`config.mk`:
```
export PLATFORM = sky130hd
export DESIGN_NAME = coin_hopper_ctrl
export DESIGN_NICKNAME = d
export VERILOG_FILES = /design/src/rtl/coin_hopper_ctrl.sv
export SDC_FILE = /design/constraint.sdc
export NUM_CORES = 1
export LEC_CHECK = 0
export ABC_AREA = 1
export ABC_CLOCK_PERIOD_IN_PS = 3400
export CAP_MARGIN = 20
export CORE_ASPECT_RATIO = 0.9
export CORE_MARGIN = 1
export CORE_UTILIZATION = 53
export DETAILED_ROUTE_END_ITERATION = 16
export PLACE_DENSITY_LB_ADDON = 0.08
export SYNTH_ARGS = -nofsm -noshare
export SYNTH_HDL_FRONTEND = slang
export SYNTH_SLANG_ARGS = --single-unit
```
`constraint.sdc`:
```
create_clock -name clk -period 3.4 [get_ports clk]
set_input_delay 1.02 -clock clk [delete_from_list [all_inputs] [get_ports clk]]
set_output_delay 1.02 -clock clk [all_outputs]
set_load 0.05 [all_outputs]
```
`src/rtl/coin_hopper_ctrl.sv`:
```
// Coin hopper payout controller: queues payout requests, runs the motor
// one coin at a time, confirms via exit sensor, detects jams, spaces coins.
// Ports: clk, clrb (async active-low), coin_out/coin_sense/jam_clr in;
// motor, busy, pending[CNT_W], jam, ovf, paid_cnt[8] out.
// Optional macro HOPPER_STAT_EN enables the paid_cnt delivery counter.
module coin_hopper_ctrl #(
  parameter int CNT_W   = 4,
  parameter int TIMEOUT = 16,
  parameter int GAP     = 2
) (
  input  logic             clk,
  input  logic             clrb,
  input  logic             coin_out,
  input  logic             coin_sense,
  input  logic             jam_clr,
  output logic             motor,
  output logic             busy,
  output logic [CNT_W-1:0] pending,
  output logic             jam,
  output logic             ovf,
  output logic [7:0]       paid_cnt
);

  localparam int TMAX = (TIMEOUT > GAP) ? TIMEOUT : GAP;
  localparam int TW   = $clog2(TMAX) + 1;

  localparam logic [TW-1:0]    T_LAST = TW'(TIMEOUT - 1);
  localparam logic [TW-1:0]    G_LAST = TW'(GAP - 1);
  localparam logic [CNT_W-1:0] P_MAX  = '1;

  typedef enum logic [1:0] {
    S_IDLE,
    S_RUN,
    S_GAP,
    S_JAM
  } state_e;

  state_e           state_q, state_d;
  logic [TW-1:0]    timer_q, timer_d;
  logic [CNT_W-1:0] pend_q, pend_d;
  logic             ovf_q, ovf_d;
  logic             co_q, cs_q;
  logic             req_e, sns_e, acc;

  assign req_e = coin_out & ~co_q;
  assign sns_e = coin_sense & ~cs_q;

  always_comb begin
    state_d = state_q;
    timer_d = timer_q;
    acc     = 1'b0;
    unique case (state_q)
      S_IDLE: begin
        if (pend_q != '0) begin
          state_d = S_RUN;
          timer_d = '0;
        end
      end
      S_RUN: begin
        // a sensor edge on the last allowed cycle still counts as a coin
        if (sns_e) begin
          acc     = 1'b1;
          state_d = S_GAP;
          timer_d = '0;
        end else if (timer_q == T_LAST) begin
          state_d = S_JAM;
          timer_d = '0;
        end else begin
          timer_d = timer_q + TW'(1);
        end
      end
      S_GAP: begin
        if (timer_q == G_LAST) begin
          state_d = S_IDLE;
          timer_d = '0;
        end else begin
          timer_d = timer_q + TW'(1);
        end
      end
      S_JAM: begin
        if (jam_clr) begin
          state_d = S_IDLE;
          timer_d = '0;
        end
      end
      default: begin
        state_d = S_IDLE;
        timer_d = '0;
      end
    endcase
  end

  always_comb begin
    pend_d = pend_q;
    ovf_d  = ovf_q;
    if (jam_clr) ovf_d = 1'b0;
    // request and delivery in one cycle cancel out
    unique case (1'b1)
      (req_e & ~acc & (pend_q == P_MAX)): ovf_d  = 1'b1;
      (req_e & ~acc & (pend_q != P_MAX)): pend_d = pend_q + CNT_W'(1);
      (acc & ~req_e):                     pend_d = pend_q - CNT_W'(1);
      default: ;
    endcase
  end

  always_ff @(posedge clk or negedge clrb) begin
    if (!clrb) begin
      state_q <= S_IDLE;
      timer_q <= '0;
      pend_q  <= '0;
      ovf_q   <= 1'b0;
      co_q    <= 1'b0;
      cs_q    <= 1'b0;
    end else begin
      state_q <= state_d;
      timer_q <= timer_d;
      pend_q  <= pend_d;
      ovf_q   <= ovf_d;
      co_q    <= coin_out;
      cs_q    <= coin_sense;
    end
  end

`ifdef HOPPER_STAT_EN
  logic [7:0] paid_q;

  always_ff @(posedge clk or negedge clrb) begin
    if (!clrb) begin
      paid_q <= '0;
    end else if (acc) begin
      paid_q <= paid_q + 8'd1;
    end
  end

  assign paid_cnt = paid_q;
`else
  assign paid_cnt = 8'd0;
`endif

  assign motor   = (state_q == S_RUN);
  assign jam     = (state_q == S_JAM);
  assign busy    = (state_q != S_IDLE) | (pend_q != '0);
  assign pending = pend_q;
  assign ovf     = ovf_q;

endmodule

```
==> impl_results.md, run 1 <==
* Status: finished, final reports clean
* Minimum setup slack in the final design at 0.314 ns
* Number of antenna diodes at 0
* Category of the critical setup timing path: reg -> out
* Placer Congestion at 0.884
* Starting Density at 57.2%
* Number of buffers inserted for hold repair after clock tree synthesis at 0
* Worst min-delay path class: reg -> reg
* Number of nets at the end of the flow at 151
* Max Slew Vio Count at 0
* Setup_tns at 0 ns
* Clock tree skew after final layout at 0.00245 ns
* Number of nets with antenna violations after detailed routing at 0
* Main combinational cell family by area after synthesis: simple AND/OR/NAND/NOR gates
* Simple-gate portion of the synthesized area at 21.9%
* Worst vdd ir at 0.000556 V
* Clock transition time at the flip-flop clock pins of the worst setup and hold paths at 0.08 ns
* Dominant register cell in the synthesized netlist: sky130_fd_sc_hd__dfrtp_1
* Final period util at 90.8%
* Worst-skew pair later-pin latency at 0.27 ns
* Synthesized instance count at 120
* CP cell instances: inv_1 > ha_1 > clkdlybuf4s50_1
* Pin count of the biggest net entering global routing at 15
* Proportion of synthesized chip area in sequential cells at 36.0%
* Number of cells in the finished layout apart from fillers at 158
* Slowest-stage cell, CP: sky130_fd_sc_hd__clkdlybuf4s50_1
* Count of unresolved DRC violations after routing at 0
* Overall power of the completed layout at 925 uW
* Maximum root-to-sink buffer count at 2
* Endpoint type of the worst setup path: output port
* Wire length of the first global-routing pass at 3060 um
* Wirelength per Cell at 11.6 um
* IO Count at 21
* Initial antenna violation count at 0
* GRT Total Usage at 21.7%
* Delay of the slowest cell on the worst path at 0.88 ns
* Data arrival time of the worst path at 2.07 ns
* Routed via count divided by cell count at 5.03
* Number of clock sinks seen by CTS at 14
* Final hold violations at 0
* Adder-cell area share of the yosys netlist at 12.9%
* Crit path time final at 3.09 ns
* Lkg Pwr at 0.000540 uW
* Portion of netlist area occupied by mux cells at 1.03%
* Pre-CTS setup slack at 0.614 ns
* Vias post-DR at 794
* Core footprint at 0.00170 mm2
* Max-Slew Margin vs Limit at 56.9%
* Share of the synthesized area in compound gates (AO/OA/AOI/OAI) at 10.4%
* Total Die Area at 0.00201 mm2
* Critical path required time at 2.38 ns
* Detailed-route wire length at 1840 um
* DRC marker count from the first detailed-route iteration at 19
* Layout cell share with drive strength beyond 1 at 8.21%
* Gates resized, CTS repair at 0
* Yosys warns at 0
* CTS HTree Levels at 1
* Crit Path Max Fanout at 8
* Count of buffer and inverter cells on the critical path at 2
* Cell area after synthesis at 972 um2
* Synth async-reset ratio at 100%
* Number of buffers inserted by post-CTS setup repair at 0
* Number of flops mapped to enable cells by yosys at 0
* RSZ-0062 raised after global routing: false
* Max-cap viol count at 0
* Critical Path Start Type: register
* Synth cell types at 25
* Residual overflow from global routing at 0
* Flops & latches, synth at 14
* Power density over the cells at 833 mW/mm2
* Die width at 47.1 um
* Layout overhead on the synthesized area at 14.3%
* Transition time at the pin with the least slew margin at 0.644 ns
* Xor and xnor area share after synthesis at 2.70%
* Placed cell count at 155
* TritonRoute pass-1 iters at 4
* Worst path top cell family by delay: buffers and inverters
* Number of global-route vias before repair at 681
* Final count of negative-setup-slack endpoints at 0
* Detailed Place HPWL at 1420 um
* Average size of a mapped cell at 8.10 um2
* Chip height at 42.6 um
* Clock Root Buffer: sky130_fd_sc_hd__clkbuf_4
* FP Rows at 14
* CTS tree: built
* Highest achievable clock rate at 0.324 GHz
* Fill cell count at 165
* Number of port buffers at 12
* Inserted Clock Buffers at 3
-- layout by cell type (no fill, tap or decap) --
cell	instances
sky130_fd_sc_hd__nand3_1	10
sky130_fd_sc_hd__o22ai_1	2
sky130_fd_sc_hd__nand2_1	21
sky130_fd_sc_hd__a22oi_1	1
sky130_fd_sc_hd__o21ai_0	6
sky130_fd_sc_hd__nand2_2	1
sky130_fd_sc_hd__dfrtp_1	14
sky130_fd_sc_hd__o21bai_1	1
sky130_fd_sc_hd__nor2_2	1
sky130_fd_sc_hd__a21oi_1	2
sky130_fd_sc_hd__xnor2_1	1
sky130_fd_sc_hd__clkdlybuf4s50_1	12
sky130_fd_sc_hd__nand4_1	4
sky130_fd_sc_hd__ha_1	10
sky130_fd_sc_hd__nor2_4	1
sky130_fd_sc_hd__o211ai_1	1
sky130_fd_sc_hd__inv_1	21
sky130_fd_sc_hd__nor2_1	4
sky130_fd_sc_hd__nor3_1	2
sky130_fd_sc_hd__conb_1	8
sky130_fd_sc_hd__xor2_1	2
sky130_fd_sc_hd__o21ai_2	3
sky130_fd_sc_hd__nand3_2	1
sky130_fd_sc_hd__clkbuf_4	3
sky130_fd_sc_hd__inv_2	1
sky130_fd_sc_hd__mux2i_1	1
-- power breakdown --
part	switching (uW)	internal, uW
Combinational	378	188
Sequential	58.7	211
Clock	48.3	41.0
Total	485	441
-- metal layers --
| metal | track usage (%) | wire [um] | up-vias |
|---|---|---|---|
| li1 | - | - | 400 |
| met1 | 31.2 | 917 | 363 |
| met2 | 30.8 | 806 | 29 |
| met3 | 7.76 | 102 | 2 |
| met4 | 5.14 | 12 | 0 |
| met5 | 0 | 0 | - |
-- cells by family after synthesis --
family / Yosys count
multiplexers: 1
AO/OA/AOI/OAI: 16
other: 1
XOR/XNOR: 3
adder cells (fa/ha/maj): 10
buffers and inverters: 30
flip-flops: 14
AND/OR/NAND/NOR: 45
-- layout make-up --
cell class	count	area (um2)	area share, %
Clock buffer	3	22.5	2.03
Inverter	22	82.6	7.43
Tap cell	24	30.0	2.70
Timing Repair Buffer	12	120	10.8
Multi-Input combinational cell	83	505	45.5
Sequential cell	14	350	31.5
-- registers in the layout, indices dropped and copies added (netlist names) --
register	cells
timer_q	5
pending	4
state_q	2
co_q	1
cs_q	1
ovf	1
-- path summary, 6_finish.rpt --
path	start	end	slack, ns	cells after the start
min reg2reg	ovf	ovf	0.54	2
max in group asynchronous	clrb	pending[1]	1.85	1
max	state_q[1]	motor	0.31	3
max reg2reg	state_q[1]	pending[2]	1.44	10
min	ovf	ovf	0.54	2
min in group asynchronous	clrb	timer_q[2]	1.14	1
-- synth_stat cells, types with 2 or more instances --
library cell / count / area (um2)
sky130_fd_sc_hd__nand4_1: 4 / 25.0
sky130_fd_sc_hd__a21oi_1: 2 / 10.0
sky130_fd_sc_hd__dfrtp_1: 14 / 350
sky130_fd_sc_hd__nand3_1: 10 / 50.1
sky130_fd_sc_hd__o22ai_1: 2 / 12.5
sky130_fd_sc_hd__o21ai_2: 3 / 26.3
sky130_fd_sc_hd__buf_4: 8 / 60.1
sky130_fd_sc_hd__nor2_1: 4 / 15.0
sky130_fd_sc_hd__inv_1: 21 / 78.8
sky130_fd_sc_hd__nor3_1: 2 / 10.0
sky130_fd_sc_hd__xor2_1: 2 / 17.5
sky130_fd_sc_hd__ha_1: 10 / 125
sky130_fd_sc_hd__o21ai_0: 6 / 30.0
sky130_fd_sc_hd__nand2_1: 21 / 78.8
-- stage by stage --
stage | cell area, um2 | utilization (%) | hold slack (ns)
6_report | 1110 | 65.4 | 0.539
4_1_cts | 1110 | 65.4 | 0.553
3_3_place_gp | 1090 | 64.1 | 0.522
2_1_floorplan | 998 | - | 0.503
3_5_place_dp | 1090 | 64.1 | 0.542
5_1_grt | 1110 | 65.4 | 0.552
-- worst register-to-register path, stage by stage, from the launching register on --
cell,delay (ns)
sky130_fd_sc_hd__dfrtp_1,0.40
sky130_fd_sc_hd__inv_1,0.14
sky130_fd_sc_hd__ha_1,0.37
sky130_fd_sc_hd__nand4_1,0.22
sky130_fd_sc_hd__nand2_1,0.11
sky130_fd_sc_hd__inv_1,0.06
sky130_fd_sc_hd__ha_1,0.18
sky130_fd_sc_hd__inv_1,0.05
sky130_fd_sc_hd__nand2_1,0.06
sky130_fd_sc_hd__xor2_1,0.16
sky130_fd_sc_hd__o21ai_0,0.14
Power figures use the tool's default switching activity.
==> run 2, diff against run 1 <==
CORE_MARGIN = not set   (was 1)
CTS_CLUSTER_SIZE = 25   (was not set)
RECOVER_POWER = 25   (was not set)
==> run 2 against run 1 <==
Against the previous run:
- highest routed layer unchanged
- wire length down 0.71%
- non-clock buffer count unchanged
- via count down 1.6%
- maximum frequency up 0.38%
- final area unchanged
- sequential cell count unchanged
- power down 0.29%
- global-route usage unchanged
- combinational power about the same
- setup slack better by 0.012 ns
- critical path type unchanged
- largest power group unchanged
==> impl_results.md, run 2 (same netlist as run 1, synthesis figures left out) <==
* Initial antenna violation count at 0 (unchanged)
* Crit path time final at 3.07 ns (was 3.09 ns)
* Layout cell share with drive strength beyond 1 at 8.21% (unchanged)
* Highest achievable clock rate at 0.325 GHz (was 0.324 GHz)
* Maximum root-to-sink buffer count at 2 (unchanged)
* Starting Density at 57.2% (unchanged)
* Number of global-route vias before repair at 681 (unchanged)
* IO Count at 21 (unchanged)
* DRC marker count from the first detailed-route iteration at 19 (unchanged)
* Power density over the cells at 830 mW/mm2 (was 833 mW/mm2)
* Worst vdd ir at 0.000559 V (was 0.000556 V)
* Most frequent cells in the layout: 21 x sky130_fd_sc_hd__inv_1, 21 x sky130_fd_sc_hd__nand2_1, 14 x sky130_fd_sc_hd__dfrtp_1 (unchanged)
* Reg-to-Reg End: pending[2] (unchanged)
* Clock tree skew after final layout at 0.00255 ns (was 0.00245 ns)
* Fill cell count at 165 (unchanged)
* Gates resized, CTS repair at 0 (unchanged)
* Clock transition time at the flip-flop clock pins of the worst setup and hold paths at 0.08 ns (about the same)
* Number of buffers inserted by post-CTS setup repair at 0 (unchanged)
* Inserted Clock Buffers at 3 (unchanged)
* Max-cap viol count at 0 (unchanged)
* Detailed Place HPWL at 1420 um (unchanged)
* Final count of negative-setup-slack endpoints at 0 (unchanged)
* Max FFs per register at 5 (unchanged)
* Clock Root Buffer: sky130_fd_sc_hd__clkbuf_4 (unchanged)
* Detailed-route wire length at 1830 um (was 1840 um)
* Number of port buffers at 12 (unchanged)
* Crit Path Max Fanout at 8 (unchanged)
* Max-Slew Margin vs Limit at 56.5% (was 56.9%)
* Worst R2R Setup Slack at 1.47 ns (was 1.44 ns)
* Delay of the slowest cell on the worst path at 0.87 ns (was 0.88 ns)
* Cell depth of the worst min-delay path at 2 (unchanged)
* Number of clock sinks seen by CTS at 14 (unchanged)
* FP Rows at 14 (unchanged)
* Lkg Pwr at 0.000541 uW (was 0.000540 uW)
* CTS HTree Levels at 1 (unchanged)
* Register name with the most flops: timer_q (unchanged)
* CTS tree: built (unchanged)
* Worst min-delay path class: reg -> reg (unchanged)
* Min-delay src: ovf (unchanged)
* FF-to-FF path depth at 10 (unchanged)
* Critical Path Start Type: register (unchanged)
* Status: finished, final reports clean (unchanged)
* Critical path required time at 2.38 ns (about the same)
* Count of unresolved DRC violations after routing at 0 (unchanged)
* Number of nets with antenna violations after detailed routing at 0 (unchanged)
* Wire length of the first global-routing pass at 3060 um (unchanged)
* Vias post-DR at 781 (was 794)
* Endpoint of the worst hold-timing path: ovf (unchanged)
* Number of antenna diodes at 0 (unchanged)
* Count of buffer and inverter cells on the critical path at 2 (unchanged)
* Slowest-stage cell, CP: sky130_fd_sc_hd__clkdlybuf4s50_1 (unchanged)
* Wirelength per Cell at 11.6 um (about the same)
* Residual overflow from global routing at 0 (unchanged)
* FF-to-FF Start: state_q[1] (unchanged)
* Number of cells in the finished layout apart from fillers at 158 (unchanged)
* Die width at 47.1 um (unchanged)
* Worst path top cell family by delay: buffers and inverters (unchanged)
* RSZ-0062 raised after global routing: false (unchanged)
* Final hold violations at 0 (unchanged)
* Chip height at 42.6 um (unchanged)
* Data arrival time of the worst path at 2.05 ns (was 2.07 ns)
* Transition time at the pin with the least slew margin at 0.650 ns (was 0.644 ns)
* Endpoint type of the worst setup path: output port (unchanged)
* Pin count of the biggest net entering global routing at 15 (unchanged)
* Final period util at 90.4% (was 90.8%)
* Number of buffers inserted for hold repair after clock tree synthesis at 0 (unchanged)
* Placer Congestion at 0.884 (unchanged)
* CP cell instances: inv_1 > ha_1 > clkdlybuf4s50_1 (unchanged)
* Crit. Startpoint: state_q[1] (unchanged)
* TritonRoute pass-1 iters at 4 (unchanged)
* Placed cell count at 155 (unchanged)
* Total Die Area at 0.00201 mm2 (unchanged)
* Category of the critical setup timing path: reg -> out (unchanged)
* Setup_tns at 0 ns (unchanged)
* Core footprint at 0.00170 mm2 (unchanged)
* Worst-skew pair later-pin latency at 0.27 ns (about the same)
* Max Slew Vio Count at 0 (unchanged)
* Routed via count divided by cell count at 4.94 (was 5.03)
* GRT Total Usage at 21.7% (unchanged)
* Layout overhead on the synthesized area at 14.3% (unchanged)
* Number of nets at the end of the flow at 151 (unchanged)
==> run 2: cell type report <==
class	instances	area, um2	share of cell area [%]
Multi-Input combinational cell	83	505	45.5
Sequential cell	14	350	31.5
Timing Repair Buffer	12	120	10.8
Inverter	22	82.6	7.43
Tap cell	24	30.0	2.70
Clock buffer	3	22.5	2.03
==> run 2: worst register-to-register path: cells and delay by family, from the launching register on <==
kind / cells / cell delay, ns
AOI/OAI and AO/OA: 1 / 0.14
xor gates and xnor gates: 1 / 0.16
adders and majority gates: 2 / 0.55
buffers and inverters: 3 / 0.25
DFF: 1 / 0.40
and+or+nand+nor: 3 / 0.38
==> run 2: worst max path at each step <==
stage                     slack (ns)     to  cells after the start
after global placement          0.69  motor                      3
after floorplan                 1.12   busy                      2
after global routing            0.19  motor                      3
after detailed placement        0.61  motor                      3
after CTS                       0.30  motor                      3
final                           0.33  motor                      3
==> run 2: power by group <==
part	internal, uW	switching, uW
logic	187	376
registers	211	58.7
clock network	41.0	48.3
total	440	483
==> run 2: layer usage <==
| layer | vias up | track usage (%) | wire length, um | part of all wire, % |
|---|---|---|---|---|
| met5 | - | 0 | 0 | 0 |
| met1 | 356 | 31.2 | 926 | 51 |
| met4 | 0 | 5.14 | 12 | 0.66 |
| met3 | 2 | 7.76 | 83 | 4.5 |
| met2 | 22 | 30.8 | 803 | 44 |
| li1 | 401 | - | - | - |
==> run 2: stage by stage <==
stage | total power [uW] | worst slack, ns | area, um2 | util [%] | hold slack, ns
3_3_place_gp | 817 | 0.689 | 1090 | 64.1 | 0.522
5_1_grt | 1000 | 0.192 | 1110 | 65.4 | 0.552
4_1_cts | 930 | 0.304 | 1110 | 65.4 | 0.553
3_5_place_dp | 837 | 0.614 | 1090 | 64.1 | 0.542
2_1_floorplan | 687 | 1.12 | 998 | - | 0.503
6_report | 922 | 0.326 | 1110 | 65.4 | 0.539
==> run 3, diff against run 2 <==
CAP_MARGIN = 5   (was 20)
CTS_CLUSTER_DIAMETER = 50   (was not set)
==> results of run 3 <==
The final DEF is identical to that of run 2; final timing and power are the same.
